<file path="src/rtl/mul_result_bcd.sv">
// Binary-to-packed-BCD converter (sequential double-dabble) for the multiplier result display.
// Define BCD_SEG_OUT_EN to add a registered 7-segment output alongside bcd_out.
module mul_result_bcd #(
    parameter int WIDTH  = 8,
    parameter int DIGITS = 3
) (
    input  logic                  clk,
    input  logic                  rst,
    input  logic [WIDTH-1:0]      in_data,
    input  logic                  in_valid,
    output logic [4*DIGITS-1:0]   bcd_out,
    output logic                  out_valid,
    output logic                  busy,
    output logic                  overrun
`ifdef BCD_SEG_OUT_EN
    ,
    output logic [7*DIGITS-1:0]   seg_out
`endif
);

    localparam int CNT_W = (WIDTH > 1) ? $clog2(WIDTH) : 1;

    typedef enum logic [1:0] {IDLE, SHIFT, DONE} state_t;

    state_t              state, state_nxt;
    logic                in_valid_d;
    logic                trig;
    logic [WIDTH-1:0]    bin_reg;
    logic [4*DIGITS-1:0] bcd_reg;
    logic [4*DIGITS-1:0] bcd_adj;
    logic [CNT_W-1:0]    cnt;
    logic                last_iter;
    logic                busy_nxt;
    logic                out_valid_nxt;
    logic                overrun_nxt;

    // Rising edge of the multiplier's valid; a held level triggers only once.
    assign trig      = in_valid & ~in_valid_d;
    assign last_iter = (cnt == CNT_W'(WIDTH - 1));

    function automatic logic [4*DIGITS-1:0] add3(input logic [4*DIGITS-1:0] v);
        logic [4*DIGITS-1:0] r;
        r = v;
        for (int i = 0; i < DIGITS; i++) begin
            if (v[4*i +: 4] >= 4'd5) r[4*i +: 4] = v[4*i +: 4] + 4'd3;
        end
        return r;
    endfunction

    assign bcd_adj = add3(bcd_reg);

    // NOTE: sequential state uses non-blocking assignments so every register samples pre-edge values.
    always_ff @(posedge clk) begin
        if (rst) state <= IDLE;
        else     state <= state_nxt;
    end

    // NOTE: every always_comb output gets a default first so no latch is inferred.
    always_comb begin
        state_nxt = state;
        case (state)
            IDLE:    if (trig) state_nxt = SHIFT;
            SHIFT:   if (last_iter) state_nxt = DONE;
            DONE:    state_nxt = IDLE;
            default: state_nxt = IDLE;
        endcase
    end

    always_comb begin
        busy_nxt      = (state_nxt != IDLE);
        out_valid_nxt = (state == DONE);
        overrun_nxt   = overrun | (trig && (state != IDLE));
    end

`ifdef BCD_SEG_OUT_EN
    function automatic logic [6:0] seg7(input logic [3:0] d);
        case (d)
            4'd0:    seg7 = 7'h3F;
            4'd1:    seg7 = 7'h06;
            4'd2:    seg7 = 7'h5B;
            4'd3:    seg7 = 7'h4F;
            4'd4:    seg7 = 7'h66;
            4'd5:    seg7 = 7'h6D;
            4'd6:    seg7 = 7'h7D;
            4'd7:    seg7 = 7'h07;
            4'd8:    seg7 = 7'h7F;
            4'd9:    seg7 = 7'h6F;
            default: seg7 = 7'h00;
        endcase
    endfunction

    logic [7*DIGITS-1:0] seg_nxt;

    always_comb begin
        seg_nxt = '0;
        for (int i = 0; i < DIGITS; i++) seg_nxt[7*i +: 7] = seg7(bcd_reg[4*i +: 4]);
    end

    always_ff @(posedge clk) begin
        if (rst)                seg_out <= '0;
        else if (state == DONE) seg_out <= seg_nxt;
    end
`endif

    always_ff @(posedge clk) begin
        if (rst) begin
            in_valid_d <= 1'b0;
            bin_reg    <= '0;
            bcd_reg    <= '0;
            cnt        <= '0;
            bcd_out    <= '0;
            out_valid  <= 1'b0;
            busy       <= 1'b0;
            overrun    <= 1'b0;
        end else begin
            in_valid_d <= in_valid;
            out_valid  <= out_valid_nxt;
            busy       <= busy_nxt;
            overrun    <= overrun_nxt;
            case (state)
                IDLE: if (trig) begin
                    bin_reg <= in_data;
                    bcd_reg <= '0;
                    cnt     <= '0;
                end
                SHIFT: begin
                    // Binary MSB shifts into the adjusted BCD LSB.
                    bcd_reg <= {bcd_adj[4*DIGITS-2:0], bin_reg[WIDTH-1]};
                    bin_reg <= {bin_reg[WIDTH-2:0], 1'b0};
                    cnt     <= cnt + 1'b1;
                end
                DONE:    bcd_out <= bcd_reg;
                default: ;
            endcase
        end
    end

endmodule

</file>
<file path="config.mk">
export PLATFORM = sky130hd
export DESIGN_NAME = mul_result_bcd
export DESIGN_NICKNAME = d
export VERILOG_FILES = /design/src/rtl/mul_result_bcd.sv
export SDC_FILE = /design/constraint.sdc
export NUM_CORES = 1
export LEC_CHECK = 0
export CAP_MARGIN = 20
export CORE_MARGIN = 10
export CORE_UTILIZATION = 57
export CTS_BUF_LIST = sky130_fd_sc_hd__clkbuf_16
export DETAILED_ROUTE_END_ITERATION = 8
export PLACE_DENSITY = 0.8
export SYNTH_ARGS = -nofsm -noshare
export SYNTH_HDL_FRONTEND = slang
export SYNTH_SLANG_ARGS = --single-unit
</file>
<file path="constraint.sdc">
create_clock -name clk -period 2.3 [get_ports clk]
set_clock_uncertainty 0.05 [all_clocks]
set_input_delay 0.46 -clock clk [delete_from_list [all_inputs] [get_ports clk]]
set_output_delay 0.46 -clock clk [all_outputs]
set_load 0.01 [all_outputs]
</file>
-- After elaboration in Yosys (flattened, before gate mapping)
Index checks and enable logic that the tools add are counted.
- flip-flop bits (word level): 41
- latch bits: 0
- memory bits (writable): 0
- bits in read-only memories: 0
- bits of input ports: 11
- output and inout port bits: 15
- logic and storage cells: 41
- memories: 0
- add/sub/neg operators: 4
- $mul: 0
- divide/modulo/power cells: 0
- $lt $le $gt $ge: 3
- eq/ne operators: 4
- shift-type cells: 0
- multiplexer cells: 12
- bitwise logic cells: 3
- reduce and logical (&&, ||, !) cells: 6
- operators by type and width (cell ; count):
    $pmux 12 s2 ; 1
    $pmux 8 s2 ; 1
    $ge 4x3->1 const B ; 3
    $mux 12 ; 1
    $add 4x2->4 const B ; 2
    $mux 4 ; 2
    $mux 8 ; 1
    $mux 3 ; 2
    $pmux 3 s2 ; 1
    $reduce_bool 2->1 ; 3
    $mux 2 ; 2
    $pmux 2 s2 ; 1
    $add 3x1->3 const B ; 1
    $add 3x2->3 const B ; 1
    $eq 3x3->1 const B ; 1
    $eq 2x1->1 const B ; 1
    $eq 2x2->1 const B ; 1
    $logic_not 2->1 ; 1
    $ne 2x2->1 const B ; 1
    $reduce_and 2->1 ; 1
    $and 1x1->1 ; 1
    $logic_and 1x1->1 ; 1
    $not 1->1 ; 1
    $or 1x1->1 ; 1

-- Logic depth before layout (Yosys ltp)
- depth in word-level cells: 5
- depth in mapped cells: 6
- gate-level depth less buffers: 6

-- Least setup slack after synthesis
No wires, ideal clock.
- path type: flip-flop to flip-flop
- start point: register bcd_reg[9]
- end point: register bcd_reg[10]
- library setup time: 87 ps
- data arrival time: 1355 ps
- required time: 2163 ps
- setup slack: 808 ps
- stages on the path, launching flop included: 7
- path buffers: 0
- clock period less this slack: 1492 ps
- path through: dfxtp_1 > inv_1 > ha_1 > nand2b_1 > a21oi_1 > mux2_2 > o31ai_1
- word-level cells in the longest chain between the ends: 3
- elaborated cells between the ends (all ways): 4
- those cells by class: 1 x add/sub; 1 x order compare; 2 x mux
- RTL lines (what ; line ; source):
    start, declared ; 29 ; logic [4*DIGITS-1:0] bcd_reg;
    start signal, assigned ; 128 ; bcd_reg <= {bcd_adj[4*DIGITS-2:0], bin_reg[WIDTH-1]};
    $ge 4x3->1 / $add 3x2->3 (equally long branches) ; 45 ; if (v[4*i +: 4] >= 4'd5) r[4*i +: 4] = v[4*i +: 4] + 4'd3;
    $mux 3 (*) ; 45 ;
    $pmux 12 s2 (*) ; 120 ; case (state)
Mark *: on every way between the ends. The rest lies on a longest branch, timed or not.
A chain may end at the register's enable or synchronous reset.

-- Worst setup path in the final report
- start point: input port in_valid
- end point: register bcd_reg[3]
- word-level cells in the longest chain between the ends: 3
- RTL lines (what ; line ; source):
    start, declared ; 10 ; input logic in_valid,
    $and 1x1->1 ; 38 ; assign trig = in_valid & ~in_valid_d;
    $ne 2x2->1 (no source line) ; -- ;
    $reduce_and 2->1 (no source line) ; -- ;
Every way passes these cells.

==> run_results.csv <==
group,metric,value,unit
cts,cts_tree,"yes",
grt,grt_util_all_layers,13.5,%
cts,h-tree-depth,2,
worst_setup_path,cp_max_fo,12,
timing,setup_viol,0,
synthesis,avgSynthCellArea,8.58,um2
grt,top_usage_layer,"met2",
grt,antenna_found_initial,0,
worst_setup_path,r2r-start,"bcd_reg[8]",
cts,clk_path_buf_depth,2,
pwr,pwr-share-seq,49.5,%
final_layout,regArea,821,um2
placed_design,dp.cells,266,
final_layout,multiInputGateArea,856,um2
cts,root_buffer,"clkbuf_16",
pwr,power,1.51,mW
grt,met3_usage,5.42,%
drt,first_iter_violations,91,
grt,gr-usage-met1,13.6,%
run_status,status,"finished, final reports clean",
drt,routed_wl,3700,um
timing,worst_slew_pin_slew,0.772,ns
final_layout,antenna_cells_inserted,0,
die,core_area,3030,um2
drt,vias,1499,
worst_setup_path,crit_arrival,2.10,ns
job,drv_cap,0,
drt,first_pass_iters,4,
cts,cts_resized,0,
die,die_x,76.0,um
drt,wl_per_cell,13.5,um
final_layout,final_layout_size_suffix_gt1_share,5.65,%
synthesis,synth-seq-cells,41,
final_layout,post-route-util,71.5,%
min_path,hold_depth,2,
grt,grt_start_max_net_pins,29,
timing,period_share,84.6,%
worst_setup_path,critical_path_class,"in -> reg",
synthesis,synth-seq-area-share,46.0,%
cts,cts_buffers,5,
final_layout,final_nets,248,
worst_setup_path,r2r_end,"bcd_reg[10]",
drt,drcViolationCount,0,
timing,slew-limit-headroom,48.4,%
worst_setup_path,rr_worst_depth,6,
final_layout,layoutNonFillerInstCount,274,
pwr,peakVddDrop,532,uV
grt,use_met2,24.1,%
timing,max_freq,0.514,GHz
synthesis,yosys_warnings,0,
synthesis,synth_cells,208,
die,io_pins,26,
pwr,power.switching,0.337,mW
drt,antenna_left,0,
cts,cts.hold.buffers_added,0,
worst_setup_path,critPathMaxStageDelay,0.62,ns
timing,rsz0062_at_grt,"false",
min_path,min_to,"bcd_out[0]",
min_path,hold_path.class,"reg -> reg",
worst_setup_path,end_kind,"flip-flop",
synthesis,synthesis.area,1780,um2
cts,cts.reportedPaths.clkPinSlew,0.05,ns
pwr,p_sw_share,22.4,%
placed_design,place_ws,0.107,ns
grt,grt.overflow.total,0,
timing,hold_viol,0,
timing,finalWorstSetupSlack,0.354,ns
final_layout,fill_cells,266,
pwr,power_frac_comb,7.2,%
die,die_y,76.0,um
pwr,p_per_area,696,nW/um2
cts,cts_setup_buffers,0,
pwr,clkPwrFrac,43.3,%
synthesis,synth_cell_type_count,35,
min_path,min_from,"bcd_out[0]",
worst_setup_path,cp-start-kind,"input pin",
worst_setup_path,critical_path.cell_chain,"clkdlybuf4s50_1 > nor2b_1 > o21bai_1 > o21ai_0 > a21oi_1",
timing,finalSetupTns,0,ns
cts,clk_latency,0.28,ns
die,die-area,5770,um2
pwr,leakagePower,0.754,nW
timing,min_period,1.95,ns
die,std_cell_rows,20,
placed_design,port_buffers,25,
die,initial_core_util,58.9,%
pwr,p_int,1.17,mW
worst_setup_path,cp.required,2.45,ns
synthesis,syn-num-nets,227,
grt,grt_pass1_vias,1507,
timing,slew_viol_final,0,
drt,viasPerCell,5.47,
cts,cts.sinks,41,
placed_design,hpwl,2590,um
final_layout,syn_to_final_growth,21.4,%
placed_design,place.gp.congestion,0.860,
worst_setup_path,crit_slowest_cell,"o21bai_1",
grt,grt_pass1_wl,6640,um
worst_setup_path,reg2reg_slack,0.65,ns
-- power groups by stage --
stage | Combinational (mW) | Clock [mW] | Sequential [mW]
after global routing | 0.123 | 0.695 | 0.747
after detailed placement | 0.109 | 0 | 0.760
after CTS | 0.109 | 0.666 | 0.745
after floorplan | 0.0792 | 0 | 0.758
final | 0.109 | 0.653 | 0.745
after global placement | 0.105 | 0 | 0.759
-- layout by cell type, fill, tap and decap left out, drive strengths merged, types with 6 or more instances in the layout --
cell and n:
a21oi 19, nor2 18, dfxtp 41, a311oi 7, nand2 44, o21ai 6
ha 8, nor3 6, clkdlybuf4s50 25, inv 9
-- cells in the mapped netlist (all sizes together) --
| cell type | number | area share, % |
|---|---|---|
| nand3 | 3 | 0.84 |
| dfxtp | 41 | 46 |
| or4 | 5 | 2.1 |
| ha | 8 | 5.6 |
| a22oi | 3 | 1.3 |
| nor2 | 18 | 4.2 |
| clkbuf | 4 | 0.84 |
| o21ba | 1 | 0.56 |
| xor2 | 2 | 0.98 |
| nor3b | 1 | 0.42 |
| nand4b | 2 | 0.98 |
| nand3b | 1 | 0.42 |
| o21bai | 1 | 0.42 |
| o21ai | 6 | 1.7 |
| nor2b | 2 | 0.70 |
| a21oi | 19 | 5.3 |
| nor3 | 6 | 1.7 |
| a32oi | 1 | 0.49 |
| o211ai | 2 | 0.84 |
| o311ai | 3 | 1.5 |
| and2b | 1 | 0.42 |
| inv | 8 | 1.7 |
| nand2b | 4 | 1.8 |
| a211oi | 2 | 0.84 |
| o32a | 2 | 1.1 |
| o31ai | 1 | 0.42 |
| mux2 | 1 | 0.63 |
| nand2 | 44 | 9.3 |
| buf | 9 | 3.5 |
| a311oi | 7 | 3.4 |
-- worst max-delay path, delay by kind of cell --
kind	cells	cell delay, ns
AO/OA/AOI/OAI	3	1.03
buffers and inverters	1	0.43
AND/OR/NAND/NOR	1	0.18
-- cell families after synthesis --
| family | share of synthesized area, % |
|---|---|
| fa+ha+maj | 5.61 |
| mux | 0.631 |
| xor+xnor | 0.982 |
| compound gates | 17.9 |
| simple gates | 22.9 |
| buf+inv | 6.03 |
| flops | 46.0 |
-- worst max-delay path by stage --
| stage | start | to | slack, ns | cells after the start |
|---|---|---|---|---|
| after global routing | in_valid | bcd_reg[11] | 0.13 | 5 |
| final | in_valid | bcd_reg[3] | 0.35 | 5 |
| after detailed placement | in_valid | bcd_reg[3] | 0.11 | 5 |
| after floorplan | bcd_reg[9] | bcd_reg[10] | 0.81 | 6 |
| after global placement | in_valid | bcd_reg[3] | 0.20 | 5 |
| after CTS | in_valid | bcd_reg[3] | 0.35 | 5 |
-- final cells by class --
type | count | area share (%)
clock buffer | 5 | 5.78
clock inverter | 3 | 0.635
inverter | 8 | 1.39
multi-input combinational | 146 | 39.5
sequential | 41 | 37.9
tap | 44 | 2.54
timing repair buffer | 27 | 12.2
-- metal layers --
layer | wire [um] | up-vias
met5 | 0 | -
met1 | 1530 | 685
met3 | 239 | 10
met4 | 94 | 0
li1 | - | 763
met2 | 1830 | 41
-- metrics by stage --
| stage | cell area, um2 | hold slack, ns |
|---|---|---|
| 4_1_cts | 2170 | 0.404 |
| 6_report | 2170 | 0.401 |
| 3_5_place_dp | 2030 | 0.394 |
| 5_1_grt | 2170 | 0.422 |
| 3_3_place_gp | 2030 | 0.385 |
| 2_1_floorplan | 1780 | 0.382 |
Power figures use the tool's default switching activity.
